$ cat src/rtl/vga_timing_pkg.sv
// Shared VGA raster constants, geometry type and sync/visible-window decode
// used by the timing generator and by the sprite/background controllers.
package vga_timing_pkg;

  localparam int COUNT_W         = 10;
  localparam int CLK_DIV_DEFAULT = 4;

  localparam int H_TOTAL     = 800;
  localparam int H_SYNC      = 96;
  localparam int H_VIS_START = 144;
  localparam int H_VIS_END   = 784;

  localparam int V_TOTAL     = 525;
  localparam int V_SYNC      = 2;
  localparam int V_VIS_START = 35;
  localparam int V_VIS_END   = 515;

  localparam int SCREEN_W = H_VIS_END - H_VIS_START;
  localparam int SCREEN_H = V_VIS_END - V_VIS_START;

  typedef logic [COUNT_W-1:0] count_t;

  typedef struct packed {
    int h_total;
    int h_sync;
    int h_vis_start;
    int h_vis_end;
    int v_total;
    int v_sync;
    int v_vis_start;
    int v_vis_end;
  } vga_geom_t;

  localparam vga_geom_t VGA_640X480 = '{
    h_total:     H_TOTAL,
    h_sync:      H_SYNC,
    h_vis_start: H_VIS_START,
    h_vis_end:   H_VIS_END,
    v_total:     V_TOTAL,
    v_sync:      V_SYNC,
    v_vis_start: V_VIS_START,
    v_vis_end:   V_VIS_END
  };

  typedef struct packed {
    logic hsync;
    logic vsync;
    logic bright;
  } sync_t;

  function automatic logic in_span(input count_t x, input count_t lo, input count_t hi);
    return (x >= lo) && (x < hi);
  endfunction

  // Sync pulses sit at the start of each line/frame, so both are low at (0,0).
  function automatic sync_t decode_sync(input count_t h, input count_t v, input vga_geom_t g);
    sync_t s;
    s.hsync  = (h >= count_t'(g.h_sync));
    s.vsync  = (v >= count_t'(g.v_sync));
    s.bright = in_span(h, count_t'(g.h_vis_start), count_t'(g.h_vis_end)) &&
               in_span(v, count_t'(g.v_vis_start), count_t'(g.v_vis_end));
    return s;
  endfunction

endpackage

$ cat src/rtl/vga_pixel_tick.sv
// Pixel-rate divider: registered pix_en high for one clk out of every CLK_DIV,
// first asserted CLK_DIV-1 edges after reset release.
module vga_pixel_tick #(
  parameter int CLK_DIV = 4
) (
  input  logic clk,
  input  logic rst,
  output logic pix_en
);

  localparam int               DIV_W    = (CLK_DIV > 1) ? $clog2(CLK_DIV) : 1;
  localparam logic [DIV_W-1:0] DIV_LAST = DIV_W'(CLK_DIV - 1);
  localparam logic [DIV_W-1:0] DIV_ONE  = DIV_W'(1);

  logic [DIV_W-1:0] div_q, div_d;
  logic             pix_en_q, pix_en_d;

  always_comb begin
    div_d    = (div_q == DIV_LAST) ? '0 : div_q + DIV_ONE;
    pix_en_d = (div_d == DIV_LAST);
  end

  // NOTE: state flops use non-blocking assignments so every flop samples
  // pre-edge values regardless of statement order.
  always_ff @(posedge clk or posedge rst) begin
    if (rst) begin
      div_q    <= '0;
      pix_en_q <= 1'b0;
    end else begin
      div_q    <= div_d;
      pix_en_q <= pix_en_d;
    end
  end

  assign pix_en = pix_en_q;

endmodule

$ cat src/rtl/vga_timing_gen.sv
// 640x480@60 VGA raster timing: hCount/vCount/bright bus, hSync/vSync, pixel and
// end-of-frame ticks. Define VGA_SYNC_ALIGN_EN to delay hSync/vSync by one clk.
module vga_timing_gen
  import vga_timing_pkg::*;
#(
  parameter int        CLK_DIV = CLK_DIV_DEFAULT,
  parameter vga_geom_t GEOM    = VGA_640X480
) (
  input  logic               ClkPort,
  input  logic               rst,
  output logic               pix_en,
  output logic [COUNT_W-1:0] hCount,
  output logic [COUNT_W-1:0] vCount,
  output logic               hSync,
  output logic               vSync,
  output logic               bright,
  output logic               frame_tick
);

  localparam count_t H_LAST = count_t'(GEOM.h_total - 1);
  localparam count_t V_LAST = count_t'(GEOM.v_total - 1);
  localparam count_t ONE    = count_t'(1);

  logic   pix_en_w;
  count_t h_q, h_d;
  count_t v_q, v_d;
  sync_t  sync_q, sync_d;
  logic   line_end, frame_end;

  vga_pixel_tick #(
    .CLK_DIV (CLK_DIV)
  ) u_pixel_tick (
    .clk    (ClkPort),
    .rst    (rst),
    .pix_en (pix_en_w)
  );

  // Sync/bright decode the next position so they switch on the same edge as
  // the counters instead of one pixel late.
  always_comb begin
    // NOTE: every signal gets a default before the conditionals so no path
    // leaves it unassigned, which would infer a latch.
    h_d       = h_q;
    v_d       = v_q;
    line_end  = (h_q == H_LAST);
    frame_end = line_end && (v_q == V_LAST);
    if (pix_en_w) begin
      if (line_end) begin
        h_d = '0;
        v_d = (v_q == V_LAST) ? '0 : v_q + ONE;
      end else begin
        h_d = h_q + ONE;
      end
    end
    sync_d = decode_sync(h_d, v_d, GEOM);
  end

  always_ff @(posedge ClkPort or posedge rst) begin
    if (rst) begin
      h_q    <= '0;
      v_q    <= '0;
      sync_q <= '0;
    end else begin
      h_q    <= h_d;
      v_q    <= v_d;
      sync_q <= sync_d;
    end
  end

`ifdef VGA_SYNC_ALIGN_EN
  // Extra stage matches the sprite controllers' ROM read latency at the DAC.
  logic hsync_dly_q, hsync_dly_d;
  logic vsync_dly_q, vsync_dly_d;

  always_comb begin
    hsync_dly_d = sync_q.hsync;
    vsync_dly_d = sync_q.vsync;
  end

  always_ff @(posedge ClkPort or posedge rst) begin
    if (rst) begin
      hsync_dly_q <= 1'b0;
      vsync_dly_q <= 1'b0;
    end else begin
      hsync_dly_q <= hsync_dly_d;
      vsync_dly_q <= vsync_dly_d;
    end
  end

  assign hSync = hsync_dly_q;
  assign vSync = vsync_dly_q;
`else
  assign hSync = sync_q.hsync;
  assign vSync = sync_q.vsync;
`endif

  assign pix_en     = pix_en_w;
  assign hCount     = h_q;
  assign vCount     = v_q;
  assign bright     = sync_q.bright;
  assign frame_tick = pix_en_w & frame_end;

endmodule

$ cat config.mk
export PLATFORM = sky130hd
export DESIGN_NAME = vga_timing_gen
export DESIGN_NICKNAME = d
export VERILOG_FILES = /design/src/rtl/vga_timing_pkg.sv /design/src/rtl/vga_pixel_tick.sv /design/src/rtl/vga_timing_gen.sv
export SDC_FILE = /design/constraint.sdc
export NUM_CORES = 1
export LEC_CHECK = 0
export CORE_AREA = 2 2 58 60
export CTS_BUF_LIST = sky130_fd_sc_hd__clkbuf_2 sky130_fd_sc_hd__clkbuf_4 sky130_fd_sc_hd__clkbuf_8
export DETAILED_ROUTE_END_ITERATION = 6
export DIE_AREA = 0 0 60 62
export PLACE_DENSITY = 0.77
export SETUP_SLACK_MARGIN = 0.5
export SLEW_MARGIN = 20
export SYNTH_ARGS = -nofsm -noshare
export SYNTH_HDL_FRONTEND = slang
export SYNTH_HIERARCHICAL = 1
export SYNTH_SLANG_ARGS = --single-unit
$ cat constraint.sdc
create_clock -name ClkPort -period 5.8 [get_ports ClkPort]
set_clock_uncertainty 0.15 [all_clocks]
set_input_delay 0.87 -clock ClkPort [delete_from_list [all_inputs] [get_ports ClkPort]]
set_output_delay 0.87 -clock ClkPort [all_outputs]
set_load 0.05 [all_outputs]
==> results of run 1 <==
==> per-layer routing <==
layer	vias to the layer above	part of all wire (%)	wire length, um
li1	646	-	-
met1	693	43	1560
met2	56	49	1780
met3	22	4.6	166
met4	0	3.8	138
met5	-	0	0
==> cell usage after synthesis, drive strengths merged (5+ instances only) <==
cell type and number:
dfrtp 26, nor3 5, nand2 10, nor2 8
inv 16, o21ai 9, buf 8, ha 5
nand4 7, xnor2 6, nand3 12
==> critical path: stages, from the launching register on <==
cell	delay (ns)
dfrtp_1	0.45
inv_1	0.14
ha_1	0.15
or4b_4	0.48
or3_1	0.49
nor2_1	0.13
clkdlybuf4s50_1	0.81
==> flip-flops by register name (all words and copies together) (netlist names) <==
register             cells
hCount                  10
vCount                  10
u_pixel_tick/div_q       2
bright                   1
hSync                    1
u_pixel_tick/pix_en      1
vSync                    1
==> cell families after synthesis <==
| kind of cell | share of synthesized area, % |
|---|---|
| compound gates | 13.8 |
| fa+ha+maj | 3.87 |
| flops | 40.2 |
| xor+xnor | 4.33 |
| buf+inv | 7.73 |
| mux | 1.86 |
| simple gates | 28.2 |
==> report_power, final <==
group | internal, mW | total, mW | switching [mW]
clock | 0.0384 | 0.0940 | 0.0555
sequential | 0.181 | 0.181 | 0
combinational | 0.000681 | 0.00422 | 0.00354
total | 0.220 | 0.279 | 0.0591
==> area by class of cell <==
cell class                      count  area share (%)
Clock buffer                        4            1.90
Inverter                           16            3.15
Multi-Input combinational cell    114            44.2
Sequential cell                    26            34.1
Tap cell                           46            3.02
Timing Repair Buffer               26            13.6
==> how the worst max path moves through the flow <==
stage	from	slack [ns]	endpoint
final	vCount[0]	1.79	frame_tick
after CTS	vCount[0]	1.80	frame_tick
after floorplan	vCount[0]	2.25	frame_tick
after detailed placement	vCount[0]	2.18	frame_tick
after global routing	vCount[0]	1.67	frame_tick
after global placement	vCount[0]	2.25	frame_tick
==> stage by stage <==
stage          cell area, um^2  utilization [%]  total power [mW]  setup WS (ns)  cells
3_5_place_dp              1870             58.8             0.189           2.18    228
6_report                  1910             60.0             0.279           1.79    232
5_1_grt                   1910             60.0             0.291           1.67    232
3_3_place_gp              1870             58.8             0.189           2.25    228
4_1_cts                   1910             60.0             0.281           1.80    232
2_1_floorplan             1620                -             0.187           2.25    164
==> flow_summary_export.csv, run 1 <==
group,metric,value,unit
run_status,outcome,"finished clean",
global_routing,grt-ovfl-total,0,
yosys,synth_top_area_share,40.2,%
sta,holdWs,0.323,ns
worst_setup_path,worstSetupStartpointType,"flip-flop",
yosys,async_flop_share,100,%
sta,post-route-period-util,69.1,%
global_routing,grt_pass1_vias,1359,
global_routing,met3_usage,4.14,%
sta,worst_slew_pin_slew,0.882,ns
floorplan,io_pins,27,
placement,gp_congestion,0.956,
detailed_routing,dr.pass1.iters,4,
yosys,synth_top_cell_by_area,"dfrtp_1",
global_routing,grt_max_degree,24,
cts,cts_hold_buf,0,
pwr,p_per_area,147,nW/um^2
yosys,syn_avg_cell_area,9.86,um^2
cells_and_area,nets,194,
yosys,synth_area_leaders,"dfrtp_1 (40%), ha_1 (3.9%), inv_1 (3.7%)",
cts,cts_buffers,3,
yosys,synth_ff_type,"dfrtp_1",
cells_and_area,layout_common_cells,"dfrtp_1 (26), clkdlybuf4s50_1 (26), inv_1 (16)",
worst_setup_path,cp_max_fo,6,
cts,root_buffer,"clkbuf_4",
cells_and_area,seq_area,651,um^2
worst_setup_path,worstPathRequired,4.78,ns
yosys,ys_seq_area_share,40.2,%
cells_and_area,multi_input_area,842,um^2
cts,cts_tree,"yes",
floorplan,die_x,60,um
min_path,holdPathStages,1,
cts,htreeDepth,1,
global_routing,grt_first_pass_wirelength,6180,um
min_path,min_from,"u_pixel_tick/div_q[0]",
global_routing,met1_usage,27.4,%
cts,clkSinkCount,26,
worst_setup_path,path_class,"flip-flop to primary output",
placement,port_buffers,26,
pwr,ir_drop,0.0959,mV
sta,final_hold_viol_count,0,
global_routing,grtUsageMet2,36.6,%
cells_and_area,area_delta_synth_final,17.9,%
cts,path_clk_slew,0.14,ns
floorplan,rows,21,
global_routing,grt_use_total,22.1,%
sta,fmax,250,MHz
floorplan,fp.dieArea,3720,um^2
yosys,ys_ff_latch,26,
worst_setup_path,r2r_start,"hCount[0]",
yosys,yosys_warnings,6,
floorplan,start_util,50.9,%
cts,cts_buffer_depth,2,
worst_setup_path,r2r.worst_path.cells,7,
placement,dp_hpwl,2700,um
min_path,holdPathEnd,"u_pixel_tick/div_q[0]",
detailed_routing,drt_drc_violations_left,0,
yosys,synth-edff-count,0,
worst_setup_path,r2r_end,"bright",
sta,finalCriticalPeriod,4.01,ns
detailed_routing,ant_nets,0,
yosys,syn_nets,171,
pwr,leakagePower,0.755,nW
cts,cts-resized-gates,0,
cts,clkLatencyLatePin,0.33,ns
sta,setup_violations,0,
floorplan,core_area,3180,um^2
worst_setup_path,rrSetupSlack,2.99,ns
cells_and_area,drive_gt1_share,10.8,%
sta,timing.slew.headroom,41.2,%
detailed_routing,vias_per_cell,6.11,
cts,cts_setup_buffers,0,
sta,fin_setup_tns,0,ns
sta,rsz0062_at_grt,"no",
worst_setup_path,worstPathArrival,2.99,ns
floorplan,die_y,62,um
yosys,synth_cell_types,52,
detailed_routing,drt_iter0_markers,77,
worst_setup_path,endpoint_kind,"primary output",
yosys,synthesis.instances,164,
job,drv_cap,0,
global_routing,top_usage_layer,"met2",
sta,maxSlewViolCount,0,
detailed_routing,vias,1417,
detailed_routing,wl_per_cell,15.7,um
min_path,hold_class,"flip-flop to flip-flop",
yosys,synthesis.area,1620,um^2
cells_and_area,fill_cells,275,
detailed_routing,wl,3650,um
cells_and_area,num_antenna_cells,0,
global_routing,antenna_found_initial,0,
No activity file was read; power rests on OpenSTA's default activity.
==> inputs of run 2 (changes only) <==
Clock period 5.8 ns to 4 ns, I/O delays scaled along.
==> flow_summary_export.csv, run 2 (synthesis gave the netlist of run 1 again) <==
group,metric,value,unit
run_status,outcome,"finished clean",
cts,cts_setup_buffers,0,
sta,post-route-period-util,80.3,%
sta,setup_violations,0,
cells_and_area,num_antenna_cells,0,
cells_and_area,mostFrequentLayoutCell,"dfrtp_1",
cells_and_area,drive_gt1_share,11.3,%
global_routing,grt_pass1_vias,1359,
worst_setup_path,worstPathRequired,3.25,ns
detailed_routing,vias,1411,
global_routing,antenna_found_initial,0,
detailed_routing,wl,3650,um
worst_setup_path,cp_slowest_cell,"or3_1",
pwr,p_per_area,213,nW/um^2
worst_setup_path,worstSetupStartpointType,"flip-flop",
sta,fin_setup_tns,0,ns
placement,port_buffers,26,
worst_setup_path,path_class,"flip-flop to primary output",
floorplan,io_pins,27,
cts,cts_tree,"yes",
worst_setup_path,crit_chain,"inv_1 > ha_1 > or4b_4 > or3_1 > nor2_1 > clkbuf_2",
detailed_routing,drt_drc_violations_left,0,
cts,cts_buffer_depth,2,
global_routing,grt_max_degree,24,
worst_setup_path,cp_max_fo,6,
detailed_routing,ant_nets,0,
sta,maxSlewViolCount,0,
cts,htreeDepth,1,
sta,rsz0062_at_grt,"no",
global_routing,grt_first_pass_wirelength,6180,um
floorplan,fp.dieArea,3720,um^2
cts,clkLatencyLatePin,0.33,ns
cells_and_area,nets,194,
detailed_routing,dr.pass1.iters,4,
job,drv_cap,0,
cts,path_clk_slew,0.14,ns
sta,final_hold_viol_count,0,
cells_and_area,layout_common_cells,"dfrtp_1 (26), clkdlybuf4s50_1 (25), inv_1 (16)",
sta,holdWs,0.293,ns
sta,worst_slew_pin_slew,0.882,ns
pwr,ir_drop,0.139,mV
detailed_routing,wl_per_cell,15.7,um
cts,clkSinkCount,26,
global_routing,grt-ovfl-total,0,
cells_and_area,area_delta_synth_final,17.6,%
placement,dp_hpwl,2700,um
floorplan,start_util,50.9,%
cells_and_area,fill_cells,276,
detailed_routing,drt_iter0_markers,77,
worst_setup_path,crit_family,"simple AND/OR/NAND/NOR gates",
sta,fmax,311,MHz
worst_setup_path,worstPathArrival,2.46,ns
pwr,leakagePower,0.756,nW
sta,fin_ws,0.788,ns
pwr,power,0.405,mW
cells_and_area,multi_input_area,842,um^2
cts,root_buffer,"clkbuf_4",
cells_and_area,final_core_util,59.8,%
placement,dp_slack,0.648,ns
floorplan,core_area,3180,um^2
sta,finalCriticalPeriod,3.21,ns
worst_setup_path,endpoint_kind,"primary output",
floorplan,die_y,62,um
placement,gp_congestion,0.956,
floorplan,rows,21,
detailed_routing,vias_per_cell,6.08,
worst_setup_path,crit_buf_inv,2,
cells_and_area,seq_area,651,um^2
global_routing,grt_use_total,22.1,%
min_path,hold_class,"input pin to asynchronous set/reset pin",
cts,cts_buffers,3,
worst_setup_path,max_stage_delay,0.49,ns
floorplan,die_x,60,um
sta,timing.slew.headroom,41.2,%
==> run 2: changes by cell type in the layout (fill, tap and decap cells not counted) <==
cell / previous run / this run
clkbuf_2: 0 / 1
clkdlybuf4s50_1: 26 / 25
==> run 2: final cells by class <==
type	instances	share of cell area, %
well taps	46	3.03
flip-flops and latches	26	34.2
multi-input cells	114	44.3
repair buffers	26	13.4
inverters	16	3.16
clock buffers	4	1.91
==> run 2: timing repair <==
| item | 4_1_cts | 5_1_grt |
|---|---|---|
| hold buffers | 0 | 0 |
| gates resized for setup | 1 | 2 |
| hold endpoints to repair | 0 | 0 |
| endpoints found under the setup margin | 1 | 1 |
==> run 2: final timing paths <==
| kind | depth (start not counted) | startpoint | slack, ns | endpoint |
|---|---|---|---|---|
| max | 6 | vCount[0] | 0.79 | frame_tick |
| min | 2 | rst | 0.29 | u_pixel_tick/pix_en |
| max reg2reg | 7 | hCount[0] | 1.18 | bright |
| min reg2reg | 1 | u_pixel_tick/div_q[0] | 0.32 | u_pixel_tick/div_q[0] |
| max in group asynchronous | 2 | rst | 2.54 | hCount[1] |
| min in group ClkPort | 1 | u_pixel_tick/div_q[0] | 0.32 | u_pixel_tick/div_q[0] |
==> run 2: per-stage QoR <==
step | std cells | instance area [um^2]
after CTS | 232 | 1910
after floorplan | 164 | 1620
after detailed placement | 228 | 1870
after global placement | 228 | 1870
final | 232 | 1900
after global routing | 232 | 1900
==> run 2: metal layers <==
layer / share of wire (%) / up-vias / track usage, % / wire, um
met5: 0 / - / 0 / 0
met4: 3.5 / 0 / 11.7 / 129
met3: 4.7 / 18 / 4.14 / 173
met2: 49 / 56 / 36.6 / 1780
met1: 43 / 691 / 27.4 / 1560
li1: - / 646 / - / -
==> run 2: power breakdown <==
group / total (mW) / internal (mW) / switching [mW]
sequential: 0.263 / 0.263 / 0
combinational: 0.00611 / 0.000987 / 0.00513
clock: 0.136 / 0.0558 / 0.0807
